$ cat src/rtl/gate_model_bist_if.sv
// Bus between the practicum control logic / gate model and the BIST sequencer.
// The master side is the environment: it issues start/abort and returns the
// gate-model outputs. The slave side is the sequencer, which drives the
// stimulus vector and reports status.
interface gate_model_bist_if #(
  parameter int IN_W  = 21,
  parameter int OUT_W = 10
);
  logic              start;
  logic              abort;
  logic [IN_W-1:0]   dut_in;
  logic [OUT_W-1:0]  dut_out;
  logic              busy;
  logic              done;
  logic              pass;
  logic [OUT_W-1:0]  signature;
  logic [15:0]       vec_count;

  modport master (
    output start, abort, dut_out,
    input  dut_in, busy, done, pass, signature, vec_count
  );

  modport slave (
    input  start, abort, dut_out,
    output dut_in, busy, done, pass, signature, vec_count
  );
endinterface

$ cat src/rtl/gate_model_bist_ctrl.sv
// Self-test sequencer for a 21-input / 10-output combinational gate model.
// A 21-bit LFSR (x^21+x^19+1) generates input vectors; each vector is held
// SETTLE cycles and then captured into a 10-bit MISR (x^10+x^7+1). After
// NUM_VEC vectors the final signature is compared with EXP_SIG.
module gate_model_bist_ctrl #(
  parameter int              IN_W    = 21,
  parameter int              OUT_W   = 10,
  parameter int              SETTLE  = 2,
  parameter int              NUM_VEC = 1024,
  parameter logic [IN_W-1:0] SEED    = 21'h000001,
  parameter logic [OUT_W-1:0] EXP_SIG = 10'h000
) (
  input  logic              clk,
  input  logic              rst,
  gate_model_bist_if.slave  bus
);

  typedef enum logic [1:0] {
    ST_IDLE,
    ST_SETTLE,
    ST_CAPTURE,
    ST_DONE
  } state_t;

  // Counter reload value and the pre-increment count of the final vector.
  localparam logic [3:0]  SETTLE_LOAD = 4'(SETTLE - 1);
  localparam logic [15:0] LAST_VEC    = 16'(NUM_VEC - 1);

  state_t            state;
  logic [3:0]        settle_cnt;
  logic [IN_W-1:0]   dut_in_q;
  logic [OUT_W-1:0]  sig_q;
  logic [15:0]       vec_count_q;
  logic              busy_q;
  logic              done_q;
  logic              pass_q;

  logic [IN_W-1:0]   lfsr_next;
  logic [OUT_W-1:0]  misr_next;

  // Next LFSR vector: shift left, feedback from taps 21 and 19.
  assign lfsr_next = {dut_in_q[IN_W-2:0], dut_in_q[20] ^ dut_in_q[18]};

  // Next MISR value: shift left with taps 10 and 7, then fold in the model outputs.
  assign misr_next = {sig_q[OUT_W-2:0], sig_q[9] ^ sig_q[6]} ^ bus.dut_out;

  // Sequencer FSM; every output is a register so the gate model sees clean edges.
  // NOTE: all state here uses non-blocking assignments so every register samples
  // pre-edge values; a blocking '=' would let misr_next/lfsr_next see half-updated state.
  always_ff @(posedge clk or posedge rst) begin
    if (rst) begin
      state       <= ST_IDLE;
      settle_cnt  <= '0;
      dut_in_q    <= '0;
      sig_q       <= '0;
      vec_count_q <= '0;
      busy_q      <= 1'b0;
      done_q      <= 1'b0;
      pass_q      <= 1'b0;
    end else if (bus.abort) begin
      // Abort: back to idle, but keep vector, signature and count for debug.
      state  <= ST_IDLE;
      busy_q <= 1'b0;
      done_q <= 1'b0;
      pass_q <= 1'b0;
    end else begin
      case (state)
        ST_IDLE, ST_DONE: begin
          if (bus.start) begin
            dut_in_q    <= SEED;
            sig_q       <= '0;
            vec_count_q <= '0;
            settle_cnt  <= SETTLE_LOAD;
            state       <= ST_SETTLE;
            busy_q      <= 1'b1;
            done_q      <= 1'b0;
            pass_q      <= 1'b0;
          end
        end

        ST_SETTLE: begin
          if (settle_cnt == 4'd0) begin
            state <= ST_CAPTURE;
          end else begin
            settle_cnt <= settle_cnt - 4'd1;
          end
        end

        ST_CAPTURE: begin
          sig_q       <= misr_next;
          vec_count_q <= vec_count_q + 16'd1;
          if (vec_count_q == LAST_VEC) begin
            // Last vector: dut_in stays on the final pattern while done is shown.
            state  <= ST_DONE;
            busy_q <= 1'b0;
            done_q <= 1'b1;
            pass_q <= (misr_next == EXP_SIG);
          end else begin
            dut_in_q   <= lfsr_next;
            settle_cnt <= SETTLE_LOAD;
            state      <= ST_SETTLE;
          end
        end

        default: begin
          state <= ST_IDLE;
        end
      endcase
    end
  end

  assign bus.dut_in    = dut_in_q;
  assign bus.busy      = busy_q;
  assign bus.done      = done_q;
  assign bus.pass      = pass_q;
  assign bus.signature = sig_q;
  assign bus.vec_count = vec_count_q;

endmodule

$ cat src/flat_wrapper.sv
// flat-port wrapper written by rule: the top's interface ports become plain ports
module gate_model_bist_ctrl_flat 
#(
  parameter int              IN_W    = 21,
  parameter int              OUT_W   = 10,
  parameter int              SETTLE  = 2,
  parameter int              NUM_VEC = 1024,
  parameter logic [IN_W-1:0] SEED    = 21'h000001,
  parameter logic [OUT_W-1:0] EXP_SIG = 10'h000
)
  (clk, rst, bus_start, bus_abort, bus_dut_out, bus_dut_in, bus_busy, bus_done, bus_pass, bus_signature, bus_vec_count);
  gate_model_bist_if #(.IN_W(IN_W), .OUT_W(OUT_W)) bus_i ();
  input  logic clk;
  input  logic rst;
  input wire logic [$bits(bus_i.start)-1:0] bus_start;
  input wire logic [$bits(bus_i.abort)-1:0] bus_abort;
  input wire logic [$bits(bus_i.dut_out)-1:0] bus_dut_out;
  output wire logic [$bits(bus_i.dut_in)-1:0] bus_dut_in;
  output wire logic [$bits(bus_i.busy)-1:0] bus_busy;
  output wire logic [$bits(bus_i.done)-1:0] bus_done;
  output wire logic [$bits(bus_i.pass)-1:0] bus_pass;
  output wire logic [$bits(bus_i.signature)-1:0] bus_signature;
  output wire logic [$bits(bus_i.vec_count)-1:0] bus_vec_count;
  assign bus_i.start = bus_start;
  assign bus_i.abort = bus_abort;
  assign bus_i.dut_out = bus_dut_out;
  assign bus_dut_in = bus_i.dut_in;
  assign bus_busy = bus_i.busy;
  assign bus_done = bus_i.done;
  assign bus_pass = bus_i.pass;
  assign bus_signature = bus_i.signature;
  assign bus_vec_count = bus_i.vec_count;
  gate_model_bist_ctrl #(.IN_W(IN_W), .OUT_W(OUT_W), .SETTLE(SETTLE), .NUM_VEC(NUM_VEC), .SEED(SEED), .EXP_SIG(EXP_SIG)) u_core (.clk(clk), .rst(rst), .bus(bus_i));
endmodule
$ cat config.mk
export PLATFORM = sky130hd
export DESIGN_NAME = gate_model_bist_ctrl_flat
export DESIGN_NICKNAME = d
export VERILOG_FILES = /design/src/rtl/gate_model_bist_if.sv /design/src/rtl/gate_model_bist_ctrl.sv /design/src/flat_wrapper.sv
export SDC_FILE = /design/constraint.sdc
export NUM_CORES = 1
export LEC_CHECK = 0
export CAP_MARGIN = 20
export CORE_MARGIN = 5
export CORE_UTILIZATION = 32
export DETAILED_ROUTE_END_ITERATION = 16
export GPL_ROUTABILITY_DRIVEN = 0
export SLEW_MARGIN = 20
export SYNTH_ARGS = -nofsm -noshare
export SYNTH_HDL_FRONTEND = slang
export SYNTH_SLANG_ARGS = --single-unit
$ cat constraint.sdc
create_clock -name clk -period 2.5 [get_ports clk]
set_input_delay 0.25 -clock clk [delete_from_list [all_inputs] [get_ports clk]]
set_output_delay 0.25 -clock clk [all_outputs]
set_load 0.05 [all_outputs]
# --- Yosys cells after proc, flatten, opt, wreduce, memory -nomap -nowiden ---
# Index checks and enable logic that the tools add are counted.
word_totals:
  regBits: 56
  out_inout_bits: 50
op_classes:
  n_addsub: 2
  n_eq_ne: 10
  n_mux: 27
  bitwise_logic: 4
  reduce_logical: 11
op_table:
  columns: ["cell", "n"]
  rows:
  - ["21-bit 2-to-1 mux", 2]
  - ["21-bit case mux with 2 select lines", 1]
  - ["16-bit case mux with 2 select lines", 1]
  - ["10-bit case mux with 2 select lines", 1]
  - ["16-bit by 1-bit adder with 16-bit output, second input constant", 1]
  - ["16-bit by 10-bit equality test with 1-bit output, second input constant", 1]
  - ["16-bit 2-to-1 mux", 1]
  - ["4-bit 2-to-1 mux", 3]
  - ["4-bit case mux with 3 select lines", 1]
  - ["10-bit logical NOT", 1]
  - ["10-bit 2-to-1 mux", 1]
  - ["10-bit bitwise XOR", 1]
  - ["1-bit 2-to-1 mux", 8]
  - ["2-bit 2-to-1 mux", 4]
  - ["4-bit AND reduction", 2]
  - ["2-bit inequality test, second input constant", 3]
  - ["3-bit by 2-bit inequality test with 1-bit output, second input constant", 2]
  - ["1-bit case mux with 2 select lines", 3]
  - ["2-bit case mux with 3 select lines", 1]
  - ["3-bit AND reduction", 2]
  - ["2-bit equality test, second input constant", 2]
  - ["4-bit logical NOT", 1]
  - ["4-bit by 1-bit subtractor with 4-bit output, second input constant", 1]
  - ["3-bit inequality test, second input constant", 1]
  - ["8 further kinds", 9]

# --- Longest topological paths before layout ---
# Gate-level depths: netlist of the first run.
depth:
  depth_word: 6
  ltp_mapped: 8
  ltp_nobuf: 7

# --- Worst setup path after synthesis of the first run ---
# No wires, ideal clock.
synth_path:
  path_type: "register to register"
  start: "register u_core.vec_count_q[12] (netlist: u_core.bus.vec_count[12])"
  end: "register u_core.dut_in_q[0] (netlist: u_core.bus.dut_in[0])"
  t_arrival_ns: 2.033
  required_time_ns: 2.382
  setup_slack_ns: 0.349
  path_stages_with_launch: 6
  path_buffers: 0
  synth_period_minus_slack_ns: 2.151
  cell_sequence: "dfrtp_1 > or4_4 > or4_4 > nand2_4 > a21oi_1 > a21o_1"
synth_via:
  elab_chain_len: 3
synth_rtl:
  columns: ["element", "line", "rtl"]
  rows:
  - ["start, declared", "gate_model_bist_ctrl.sv:33", "logic [15:0] vec_count_q;"]
  - ["start signal, assigned", "gate_model_bist_ctrl.sv:91", "vec_count_q <= vec_count_q + 16'd1;"]
  - ["16-bit by 10-bit equality test with 1-bit output", "gate_model_bist_ctrl.sv:92", "if (vec_count_q == LAST_VEC) begin"]
  - ["2-bit inequality test (no source line)", null, null]
  - ["4-bit AND reduction (no source line)", null, null]
  - ["end signal, assigned", "gate_model_bist_ctrl.sv:99", "dut_in_q <= lfsr_next;"]
  - ["end, declared", "gate_model_bist_ctrl.sv:31", "logic [IN_W-1:0] dut_in_q;"]
# No other way between the ends.
# A chain may end at the register's enable or synchronous reset.

# --- Worst setup path after layout of the first run ---
layout_path:
  start: "register u_core.state[0]"
  end: "register u_core.vec_count_q[13] (netlist: u_core.bus.vec_count[13])"
layout_via:
  elab_chain_len: 4
  word_cells_on_any_way: 8
  cone_classes: "3 x eq/ne; 1 x mux; 4 x reduce/logical"
layout_rtl:
  columns: ["element", "line", "rtl"]
  rows:
  - ["start, declared", "gate_model_bist_ctrl.sv:29", "state_t state;"]
  - ["start signal, assigned", "gate_model_bist_ctrl.sv:52", "state <= ST_IDLE;"]
  - ["start signal, assigned", "gate_model_bist_ctrl.sv:62", "state <= ST_IDLE;"]
  - ["start signal, assigned", "gate_model_bist_ctrl.sv:74", "state <= ST_SETTLE;"]
  - ["2-bit equality test / 2-bit logical NOT (equally long branches)", "gate_model_bist_ctrl.sv:67", "case (state)"]
  - ["2-bit OR reduction", "gate_model_bist_ctrl.sv:67", null]
  - ["2-bit inequality test (no source line) / 2-bit nonzero test (equally long branches)", null, null]
  - ["3-bit AND reduction (no source line)", null, null]
# Parallel ways exist; a longest one is shown, timed or not.

==> flow_summary.html, run 1 <==
<table>
<tr><th>Metric</th><th>Value</th></tr>
<tr><th colspan="2">Status</th></tr>
<tr><td>Outcome</td><td>complete, no violations</td></tr>
<tr><th colspan="2">Timing</th></tr>
<tr><td>Actual transition at the worst max-transition pin</td><td>0.928 ns</td></tr>
<tr><td>Count of pins over their slew limit</td><td>0</td></tr>
<tr><td>Post-route clock skew</td><td>0.0157 ns</td></tr>
<tr><td>Fraction of the cycle the final worst path needs</td><td>90.7%</td></tr>
<tr><td>Maximum clock rate</td><td>441 MHz</td></tr>
<tr><td>Fin. Hold Viols</td><td>0</td></tr>
<tr><td>Count of endpoints failing setup in the final report</td><td>0</td></tr>
<tr><td>Shortest period the worst path allows</td><td>2.27 ns</td></tr>
<tr><td>RSZ-0062 raised after global routing</td><td>no</td></tr>
<tr><td>Setup total negative slack</td><td>0 ns</td></tr>
<tr><td>Slew Limit Headroom</td><td>37.6%</td></tr>
<tr><td>Worst hold-check slack</td><td>0.459 ns</td></tr>
<tr><th colspan="2">Route</th></tr>
<tr><td>Drt drc</td><td>0</td></tr>
<tr><td>Per-cell via count in the routed design</td><td>4.95</td></tr>
<tr><td>Total via count after detailed routing</td><td>2166</td></tr>
<tr><td>Iteration-0 DRC Markers</td><td>96</td></tr>
<tr><td>Final WL</td><td>6.29 mm</td></tr>
<tr><td>Post-detailed-route wirelength per cell</td><td>14.4 um</td></tr>
<tr><td>Remaining antenna violation count</td><td>0</td></tr>
<tr><td>Number of detailed-route iterations in the first pass</td><td>4</td></tr>
<tr><th colspan="2">Logic synthesis</th></tr>
<tr><td>Area share of the largest cell type after synthesis</td><td>52.3%</td></tr>
<tr><td>Most area-hungry cell type in the Yosys netlist</td><td>sky130_fd_sc_hd__dfrtp_1</td></tr>
<tr><td>Fraction of registers with async set or reset after synthesis</td><td>100%</td></tr>
<tr><td>Total nets after synthesis</td><td>280</td></tr>
<tr><td>Cell area after synthesis</td><td>2680 um2</td></tr>
<tr><td>Cell count after synthesis</td><td>262</td></tr>
<tr><td>Register area share after synthesis</td><td>52.3%</td></tr>
<tr><td>Top flip-flop cell by instance count after synthesis</td><td>sky130_fd_sc_hd__dfrtp_1</td></tr>
<tr><td>Seq cells post-synth</td><td>56</td></tr>
<tr><td>Post-synth EDFFs</td><td>0</td></tr>
<tr><td>Unique cell type count in the Yosys netlist</td><td>40</td></tr>
<tr><td>Post-synthesis average cell area</td><td>10.2 um2</td></tr>
<tr><td>Ys Warns</td><td>0</td></tr>
<tr><td>Area contributors post-synth</td><td>sky130_fd_sc_hd__dfrtp_1 (52%), sky130_fd_sc_hd__xor2_1 (6.5%), sky130_fd_sc_hd__a22o_2 (6.4%), sky130_fd_sc_hd__nand2_1 (5.6%), sky130_fd_sc_hd__nand3_1 (3.4%)</td></tr>
<tr><th colspan="2">Clocking</th></tr>
<tr><td>Clock buffer depth</td><td>2</td></tr>
<tr><td>Clock transition at the registers of the reported paths</td><td>0.11 ns</td></tr>
<tr><td>Post-CTS resize count</td><td>0</td></tr>
<tr><td>TritonCTS Sinks</td><td>56</td></tr>
<tr><td>TritonCTS clock tree</td><td>done</td></tr>
<tr><td>Post-CTS setup buffer count</td><td>0</td></tr>
<tr><td>Total number of H-tree levels</td><td>2</td></tr>
<tr><td># hold bufs at CTS</td><td>0</td></tr>
<tr><td>Number of CTS-inserted buffers</td><td>5</td></tr>
<tr><td>Cell chosen for the clock root</td><td>sky130_fd_sc_hd__clkbuf_8</td></tr>
<tr><td>Clock latency on the worst-skew pair</td><td>0.30 ns</td></tr>
<tr><th colspan="2">Global route</th></tr>
<tr><td>Met2 usage</td><td>19.2%</td></tr>
<tr><td>Maximum number of pins on one net before global-route repair</td><td>57</td></tr>
<tr><td>Met1 Resource Use GR</td><td>19.4%</td></tr>
<tr><td>First-pass GRT wire length</td><td>10.7 mm</td></tr>
<tr><td>Initial antenna violation count</td><td>0</td></tr>
<tr><td>Aggregate global-route resource usage</td><td>12.8%</td></tr>
<tr><td>Vias in the first global route</td><td>2213</td></tr>
<tr><td>Busiest grt layer</td><td>met1</td></tr>
<tr><td>GRT Residual Overflow</td><td>0</td></tr>
<tr><td>Met3 layer usage reported by global route</td><td>2.96%</td></tr>
<tr><th colspan="2">Setup path</th></tr>
<tr><td>Number of buffer and inverter stages on the critical path</td><td>1</td></tr>
<tr><td>Launch point of the worst path</td><td>u_core.state[0]$_DFFE_PP0P_</td></tr>
<tr><td>Logic depth of the worst register-to-register path</td><td>7</td></tr>
<tr><td>Cell with the largest stage delay on the worst path</td><td>sky130_fd_sc_hd__nor4_1</td></tr>
<tr><td>End of the worst register-to-register path</td><td>u_core.bus.vec_count[13]$_DFFE_PP0P_</td></tr>
<tr><td>Start-to-end type of the worst setup path</td><td>flip-flop to flip-flop</td></tr>
<tr><td>Worst Path Max Fanout</td><td>6</td></tr>
<tr><td>Ordered cell list for the critical path</td><td>inv_1 -&gt; ha_1 -&gt; nor2b_1 -&gt; nor4_1 -&gt; nand4_1 -&gt; xor2_1 -&gt; nor2_1</td></tr>
<tr><td>Crit path largest cell delay</td><td>0.77 ns</td></tr>
<tr><td>Family with the most delay on the worst path</td><td>simple AND/OR/NAND/NOR gates</td></tr>
<tr><td>Type of destination of the critical path</td><td>flip-flop</td></tr>
<tr><td>Critical path required time</td><td>2.66 ns</td></tr>
<tr><td>Type of element launching the critical path</td><td>flip-flop</td></tr>
<tr><td>Critical path data arrival time</td><td>2.43 ns</td></tr>
<tr><td>Worst reg-to-reg setup slack</td><td>0.23 ns</td></tr>
<tr><td>Endpoint of the worst setup timing path</td><td>u_core.bus.vec_count[13]$_DFFE_PP0P_</td></tr>
<tr><td>Launching point of the worst reg2reg path</td><td>u_core.state[0]$_DFFE_PP0P_</td></tr>
<tr><td>Path length in cells of the critical path</td><td>7</td></tr>
<tr><th colspan="2">Pwr</th></tr>
<tr><td>Total Power Consumption</td><td>0.00178 W</td></tr>
<tr><td>Standby leakage power</td><td>1.60 nW</td></tr>
<tr><td>Total power density per cell area</td><td>501 nW/um2</td></tr>
<tr><td>Peak VDD IR</td><td>0.201 mV</td></tr>
<tr><th colspan="2">Floorplan</th></tr>
<tr><td>Std-Cell Rows</td><td>33</td></tr>
<tr><td>Die outline area</td><td>10300 um2</td></tr>
<tr><td>Top Ports</td><td>64</td></tr>
<tr><td>Die X</td><td>101 um</td></tr>
<tr><td>Die extent in y</td><td>101 um</td></tr>
<tr><td>Core Region</td><td>8180 um2</td></tr>
<tr><td>Initial cell density of the core</td><td>32.8%</td></tr>
<tr><th colspan="2">Flow run</th></tr>
<tr><td>Max capacitance violation total</td><td>0</td></tr>
<tr><th colspan="2">Layout</th></tr>
<tr><td>Final std cell area, no fill</td><td>3550 um2</td></tr>
<tr><td>Total Nets Final</td><td>350</td></tr>
<tr><td># fillers</td><td>795</td></tr>
<tr><td>Antenna fix cells</td><td>0</td></tr>
<tr><td>Share of final-layout standard cells stronger than drive strength 1</td><td>13.2%</td></tr>
<tr><td>Area growth, synth to finish</td><td>32.4%</td></tr>
<tr><th colspan="2">Min path</th></tr>
<tr><td>Min-Delay Path Class</td><td>primary input to asynchronous set/reset pin</td></tr>
<tr><th colspan="2">Placed design</th></tr>
<tr><td>Number of buffers added on ports</td><td>63</td></tr>
<tr><td>Placement Cell Area</td><td>3460 um2</td></tr>
<tr><td>Half-perimeter wire length after placement</td><td>4.58 mm</td></tr>
</table>
## placed cells by master (no fill, tap or decap), types with 2 or more instances in the layout
master                            instances
sky130_fd_sc_hd__clkdlybuf4s50_1         63
sky130_fd_sc_hd__dfrtp_1                 56
sky130_fd_sc_hd__nand2_1                 40
sky130_fd_sc_hd__xor2_1                  20
sky130_fd_sc_hd__nor2_1                  19
sky130_fd_sc_hd__nand3_1                 18
sky130_fd_sc_hd__a22o_2                  17
sky130_fd_sc_hd__buf_4                   12
sky130_fd_sc_hd__o21ai_0                  8
sky130_fd_sc_hd__nand4_1                  7
sky130_fd_sc_hd__nor4_1                   7
sky130_fd_sc_hd__a21oi_1                  6
sky130_fd_sc_hd__inv_1                    6
sky130_fd_sc_hd__clkbuf_8                 5
sky130_fd_sc_hd__nor2b_1                  4
sky130_fd_sc_hd__nor3_1                   4
sky130_fd_sc_hd__ha_1                     4
sky130_fd_sc_hd__or3_1                    3
sky130_fd_sc_hd__a22o_1                   3
sky130_fd_sc_hd__or4_4                    2
sky130_fd_sc_hd__xnor2_1                  2
sky130_fd_sc_hd__nand2b_1                 2
sky130_fd_sc_hd__a21o_1                   2
sky130_fd_sc_hd__o31ai_1                  2
## cell families (layout without fill, tap and decap cells)
group                      Yosys count  in the layout  synth area share [%]
AOI/OAI and AO/OA                   42             42                  12.2
xor gates and xnor gates            22             22                  7.19
adders and majority gates            4              4                  1.87
buffers and inverters               19             90                  4.02
DFF                                 56             56                  52.3
muxes                                1              1                 0.374
and+or+nand+nor                    118            118                  22.0
## final cells by class
type                    count  area [um2]  area share (%)
multi-input cells         187        1180            33.2
repair buffers             75         721            20.3
flip-flops and latches     56        1400            39.5
clock inverters             2        16.3           0.459
inverters                   7        26.3           0.741
well taps                 105         131            3.71
clock buffers               6        72.6            2.05
## worst min-delay path by stage
stage                                                 from                                  end  slack, ns  cells past startpoint
after floorplan                             bus_dut_out[8]  u_core.bus.signature[8]$_DFFE_PP0P_       0.46                      3
after global placement    u_core.settle_cnt[1]$_DFFE_PP0P_     u_core.settle_cnt[1]$_DFFE_PP0P_       0.49                      1
after detailed placement  u_core.settle_cnt[1]$_DFFE_PP0P_     u_core.settle_cnt[1]$_DFFE_PP0P_       0.50                      1
after CTS                                              rst     u_core.settle_cnt[0]$_DFFE_PP0P_       0.49                      3
after global routing                                   rst     u_core.settle_cnt[0]$_DFFE_PP0P_       0.54                      3
final                                                  rst     u_core.settle_cnt[0]$_DFFE_PP0P_       0.46                      3
## state kept, by name, summed over array words and instances, names as in the netlist
| signal | count |
|---|---|
| u_core.settle_cnt | 4 |
| u_core.bus.dut_in | 21 |
| u_core.state | 2 |
| u_core.bus.pass | 1 |
| u_core.bus.done | 1 |
| u_core.bus.vec_count | 16 |
| u_core.bus.busy | 1 |
| u_core.bus.signature | 10 |
## worst min-delay path, stage by stage
cell	delay, ns
sky130_fd_sc_hd__clkdlybuf4s50_1	0.41
sky130_fd_sc_hd__inv_2	0.05
sky130_fd_sc_hd__buf_4	0.55
## synthesized netlist by cell type (3+ instances only)
cell type                  number
sky130_fd_sc_hd__dfrtp_1       56
sky130_fd_sc_hd__buf_2          3
sky130_fd_sc_hd__nor4_1         7
sky130_fd_sc_hd__nand2_1       40
sky130_fd_sc_hd__a22o_2        17
sky130_fd_sc_hd__a22o_1         3
sky130_fd_sc_hd__nor2_1        20
sky130_fd_sc_hd__ha_1           4
sky130_fd_sc_hd__xor2_1        20
sky130_fd_sc_hd__nand4_1        7
sky130_fd_sc_hd__a21oi_1        6
sky130_fd_sc_hd__or3_1          3
sky130_fd_sc_hd__nand3_1       18
sky130_fd_sc_hd__o21ai_0        8
sky130_fd_sc_hd__nor3_1         5
sky130_fd_sc_hd__inv_1          7
sky130_fd_sc_hd__clkbuf_1       5
sky130_fd_sc_hd__nor2b_1        4
## report_power, final
group	internal [W]	switching [W]	total, W	leakage [nW]
combinational	0.000123	0.000206	0.000330	0.782
sequential	0.000935	0.0000241	0.000959	0.772
clock	0.000200	0.000289	0.000489	0.0414
## layer usage
metal  up-vias  part of all wire, %
li1       1065                    -
met4         0                 0.30
met2        49                   44
met1      1050                   52
met5         -                    0
met3         2                  3.8
## stage by stage
stage	util, %	cells	setup slack (ns)
final	43.4	438	0.231
after global routing	43.4	438	0.0587
after CTS	43.4	438	0.237
after detailed placement	42.3	430	0.197
after global placement	42.3	430	0.104
after floorplan	-	262	0.349
No activity file was read; power rests on OpenSTA's default activity.
==> run 2: changes to the inputs <==
CORE_UTILIZATION = 49   (was 32)
PLACE_DENSITY = 0.79   (was default)
clock period = 2.4 ns   (was 2.5 ns; I/O delays follow)
==> flow_summary.html, run 2 (synthesis results as in run 1) <==
<table>
<tr><th>Metric</th><th>Value</th></tr>
<tr><th colspan="2">Timing</th></tr>
<tr><td>Fraction of the cycle the final worst path needs</td><td>92.7% (+1.9 points)</td></tr>
<tr><td>Maximum clock rate</td><td>450 MHz (+2.0%)</td></tr>
<tr><td>Worst hold-check slack</td><td>0.267 ns (-0.193 ns)</td></tr>
<tr><td>Fin. Hold Viols</td><td>0 (unchanged)</td></tr>
<tr><td>Count of endpoints failing setup in the final report</td><td>0 (unchanged)</td></tr>
<tr><td>RSZ-0062 raised after global routing</td><td>no</td></tr>
<tr><td>Post-route clock skew</td><td>0.00808 ns (-0.00759 ns)</td></tr>
<tr><td>Shortest period the worst path allows</td><td>2.22 ns (-0.0448 ns)</td></tr>
<tr><td>Setup total negative slack</td><td>0 ns (unchanged)</td></tr>
<tr><td>Slew Limit Headroom</td><td>38.2% (+0.60 points)</td></tr>
<tr><td>Count of pins over their slew limit</td><td>0 (unchanged)</td></tr>
<tr><td>Actual transition at the worst max-transition pin</td><td>0.919 ns (-0.00890 ns)</td></tr>
<tr><th colspan="2">Setup path</th></tr>
<tr><td>Worst reg-to-reg setup slack</td><td>0.18 ns (-0.06 ns)</td></tr>
<tr><td>End of the worst register-to-register path</td><td>u_core.bus.vec_count[15]$_DFFE_PP0P_</td></tr>
<tr><td>Ordered cell list for the critical path</td><td>inv_1 -&gt; ha_1 -&gt; nor2b_1 -&gt; nor4_1 -&gt; nand4_1 -&gt; xor2_1 -&gt; nor2_1</td></tr>
<tr><td>Logic depth of the worst register-to-register path</td><td>7 (unchanged)</td></tr>
<tr><td>Crit path largest cell delay</td><td>0.76 ns (about the same)</td></tr>
<tr><td>Launching point of the worst reg2reg path</td><td>u_core.state[0]$_DFFE_PP0P_</td></tr>
<tr><td>Start-to-end type of the worst setup path</td><td>flip-flop to flip-flop</td></tr>
<tr><td>Critical path data arrival time</td><td>2.41 ns (-0.02 ns)</td></tr>
<tr><td>Critical path required time</td><td>2.58 ns (-0.08 ns)</td></tr>
<tr><td>Cell with the largest stage delay on the worst path</td><td>sky130_fd_sc_hd__nor4_1</td></tr>
<tr><td>Type of element launching the critical path</td><td>flip-flop</td></tr>
<tr><td>Worst Path Max Fanout</td><td>6 (unchanged)</td></tr>
<tr><td>Type of destination of the critical path</td><td>flip-flop</td></tr>
<tr><th colspan="2">Pwr</th></tr>
<tr><td>Peak VDD IR</td><td>0.400 mV (+99%)</td></tr>
<tr><td>Total power density per cell area</td><td>534 nW/um2 (+6.6%)</td></tr>
<tr><td>Switching power</td><td>0.000565 W (+8.9%)</td></tr>
<tr><td>Standby leakage power</td><td>1.61 nW (+0.64%)</td></tr>
<tr><td>Sequential share of power</td><td>53.1% (-0.9 points)</td></tr>
<tr><td>Clock network power share</td><td>28.7% (+1.2 points)</td></tr>
<tr><td>Part of the total power dissipated in combinational logic</td><td>18.2% (-0.3 points)</td></tr>
<tr><td>Total internal power</td><td>0.00132 W (+4.7%)</td></tr>
<tr><td>Total Power Consumption</td><td>0.00188 W (+5.9%)</td></tr>
<tr><td>Sw Ratio</td><td>30.0% (+0.82 points)</td></tr>
<tr><th colspan="2">Layout</th></tr>
<tr><td>Share of final-layout standard cells stronger than drive strength 1</td><td>13.2% (unchanged)</td></tr>
<tr><td>Most common cell after layout, fill and taps aside</td><td>sky130_fd_sc_hd__clkdlybuf4s50_1</td></tr>
<tr><td>Max reg flops</td><td>21 (unchanged)</td></tr>
<tr><td>Antenna fix cells</td><td>0 (unchanged)</td></tr>
<tr><td>Area growth, synth to finish</td><td>31.5%</td></tr>
<tr><td>Commonest cells after routing, fill and taps aside</td><td>sky130_fd_sc_hd__clkdlybuf4s50_1 (63), sky130_fd_sc_hd__dfrtp_1 (56), sky130_fd_sc_hd__nand2_1 (40)</td></tr>
<tr><td>Total Nets Final</td><td>350 (unchanged)</td></tr>
<tr><th colspan="2">Clocking</th></tr>
<tr><td>Clock transition at the registers of the reported paths</td><td>0.11 ns (about the same)</td></tr>
<tr><td>Cell chosen for the clock root</td><td>sky130_fd_sc_hd__clkbuf_8</td></tr>
<tr><td>TritonCTS clock tree</td><td>done</td></tr>
<tr><td>Clock latency on the worst-skew pair</td><td>0.32 ns (+0.02 ns)</td></tr>
<tr><td>Number of CTS-inserted buffers</td><td>5 (unchanged)</td></tr>
<tr><td>Post-CTS resize count</td><td>0 (unchanged)</td></tr>
<tr><td>TritonCTS Sinks</td><td>56 (unchanged)</td></tr>
<tr><td># hold bufs at CTS</td><td>0 (unchanged)</td></tr>
<tr><td>Post-CTS setup buffer count</td><td>0 (unchanged)</td></tr>
<tr><td>Total number of H-tree levels</td><td>2 (unchanged)</td></tr>
<tr><td>Clock buffer depth</td><td>2 (unchanged)</td></tr>
<tr><th colspan="2">Route</th></tr>
<tr><td>Final WL</td><td>5.80 mm (-7.7%)</td></tr>
<tr><td>Number of detailed-route iterations in the first pass</td><td>4 (unchanged)</td></tr>
<tr><td>Iteration-0 DRC Markers</td><td>110 (+15%)</td></tr>
<tr><td>Drt drc</td><td>0 (unchanged)</td></tr>
<tr><td>Per-cell via count in the routed design</td><td>5.34 (+8.0%)</td></tr>
<tr><td>Remaining antenna violation count</td><td>0 (unchanged)</td></tr>
<tr><td>Post-detailed-route wirelength per cell</td><td>14.3 um (-0.23%)</td></tr>
<tr><td>Total via count after detailed routing</td><td>2163 (-0.14%)</td></tr>
<tr><th colspan="2">Flow run</th></tr>
<tr><td>Max capacitance violation total</td><td>0 (unchanged)</td></tr>
<tr><th colspan="2">Global route</th></tr>
<tr><td>Maximum number of pins on one net before global-route repair</td><td>34 (-40%)</td></tr>
<tr><td>First-pass GRT wire length</td><td>9.94 mm (-7.3%)</td></tr>
<tr><td>Aggregate global-route resource usage</td><td>17.2% (+4.4 points)</td></tr>
<tr><td>GRT Residual Overflow</td><td>0 (unchanged)</td></tr>
<tr><td>Initial antenna violation count</td><td>0 (unchanged)</td></tr>
<tr><td>Vias in the first global route</td><td>2056 (-7.1%)</td></tr>
<tr><th colspan="2">Placed design</th></tr>
<tr><td>Number of buffers added on ports</td><td>63 (unchanged)</td></tr>
<tr><td>Half-perimeter wire length after placement</td><td>4.30 mm (-6.1%)</td></tr>
<tr><th colspan="2">Floorplan</th></tr>
<tr><td>Initial cell density of the core</td><td>49.6% (+17 points)</td></tr>
<tr><td>Top Ports</td><td>64 (unchanged)</td></tr>
<tr><td>Die X</td><td>83.9 um (-17%)</td></tr>
<tr><td>Core Region</td><td>5410 um2 (-34%)</td></tr>
<tr><td>Std-Cell Rows</td><td>27 (-18%)</td></tr>
<tr><td>Die extent in y</td><td>83.9 um (-17%)</td></tr>
<tr><td>Die outline area</td><td>7050 um2 (-32%)</td></tr>
<tr><th colspan="2">Min path</th></tr>
<tr><td>Min-Delay Path Class</td><td>primary input to asynchronous set/reset pin</td></tr>
<tr><th colspan="2">Status</th></tr>
<tr><td>Outcome</td><td>complete, no violations</td></tr>
</table>
[run 2: through the flow]
stage | utilization [%] | setup WS (ns) | instance area (um2) | cells
after global placement | 63.2 | 0.0682 | 3420 | 396
after floorplan | - | 0.249 | 2680 | 262
after detailed placement | 63.4 | 0.199 | 3430 | 397
after global routing | 65.2 | 0.0331 | 3520 | 405
after CTS | 65.2 | 0.193 | 3520 | 405
final | 65.2 | 0.176 | 3520 | 405
[run 2: power by group through the flow]
stage          Combinational, W  Clock, W  Sequential [W]
2_1_floorplan          0.000204         0         0.00105
3_5_place_dp           0.000341         0         0.00102
6_report               0.000342  0.000540         0.00100
3_3_place_gp           0.000337         0         0.00102
5_1_grt                0.000377  0.000588         0.00100
4_1_cts                0.000342  0.000555        0.000999
[run 2: worst max-delay path by stage]
| stage | from | end | slack, ns | depth (start not counted) |
|---|---|---|---|---|
| 5_1_grt | u_core.state[0]$_DFFE_PP0P_ | u_core.bus.vec_count[13]$_DFFE_PP0P_ | 0.03 | 7 |
| 3_3_place_gp | bus_start | u_core.bus.dut_in[5]$_DFFE_PP0P_ | 0.07 | 6 |
| 2_1_floorplan | u_core.bus.vec_count[12]$_DFFE_PP0P_ | u_core.bus.dut_in[0]$_DFFE_PP0P_ | 0.25 | 5 |
| 6_report | u_core.state[0]$_DFFE_PP0P_ | u_core.bus.vec_count[15]$_DFFE_PP0P_ | 0.18 | 7 |
| 4_1_cts | u_core.bus.vec_count[12]$_DFFE_PP0P_ | u_core.bus.dut_in[13]$_DFFE_PP0P_ | 0.19 | 5 |
| 3_5_place_dp | u_core.state[0]$_DFFE_PP0P_ | u_core.bus.vec_count[9]$_DFFE_PP0P_ | 0.20 | 7 |
[run 2: worst max-delay path, delay by kind of cell (launching register included)]
kind,cells,cell delay (ns)
xor+xnor,1,0.18
fa+ha+maj,1,0.30
buf+inv,1,0.06
flops,1,0.37
simple gates,4,1.20
[run 2: cell type report]
cell class / count / area [um2]
clock inverter: 3 / 25.0
inverter: 7 / 26.3
clock buffer: 5 / 68.8
fill: 451 / 1880
sequential: 56 / 1400
timing repair buffer: 75 / 737
tap: 72 / 90.1
multi-input combinational: 187 / 1170
[run 2: metal layers]
metal	routed length, um	vias to the layer above	global-route usage, %
met2	2690	54	26.5
met4	113	0	6.58
met1	2750	1034	24.1
met5	0	-	0
li1	-	1064	-
met3	249	11	3.16
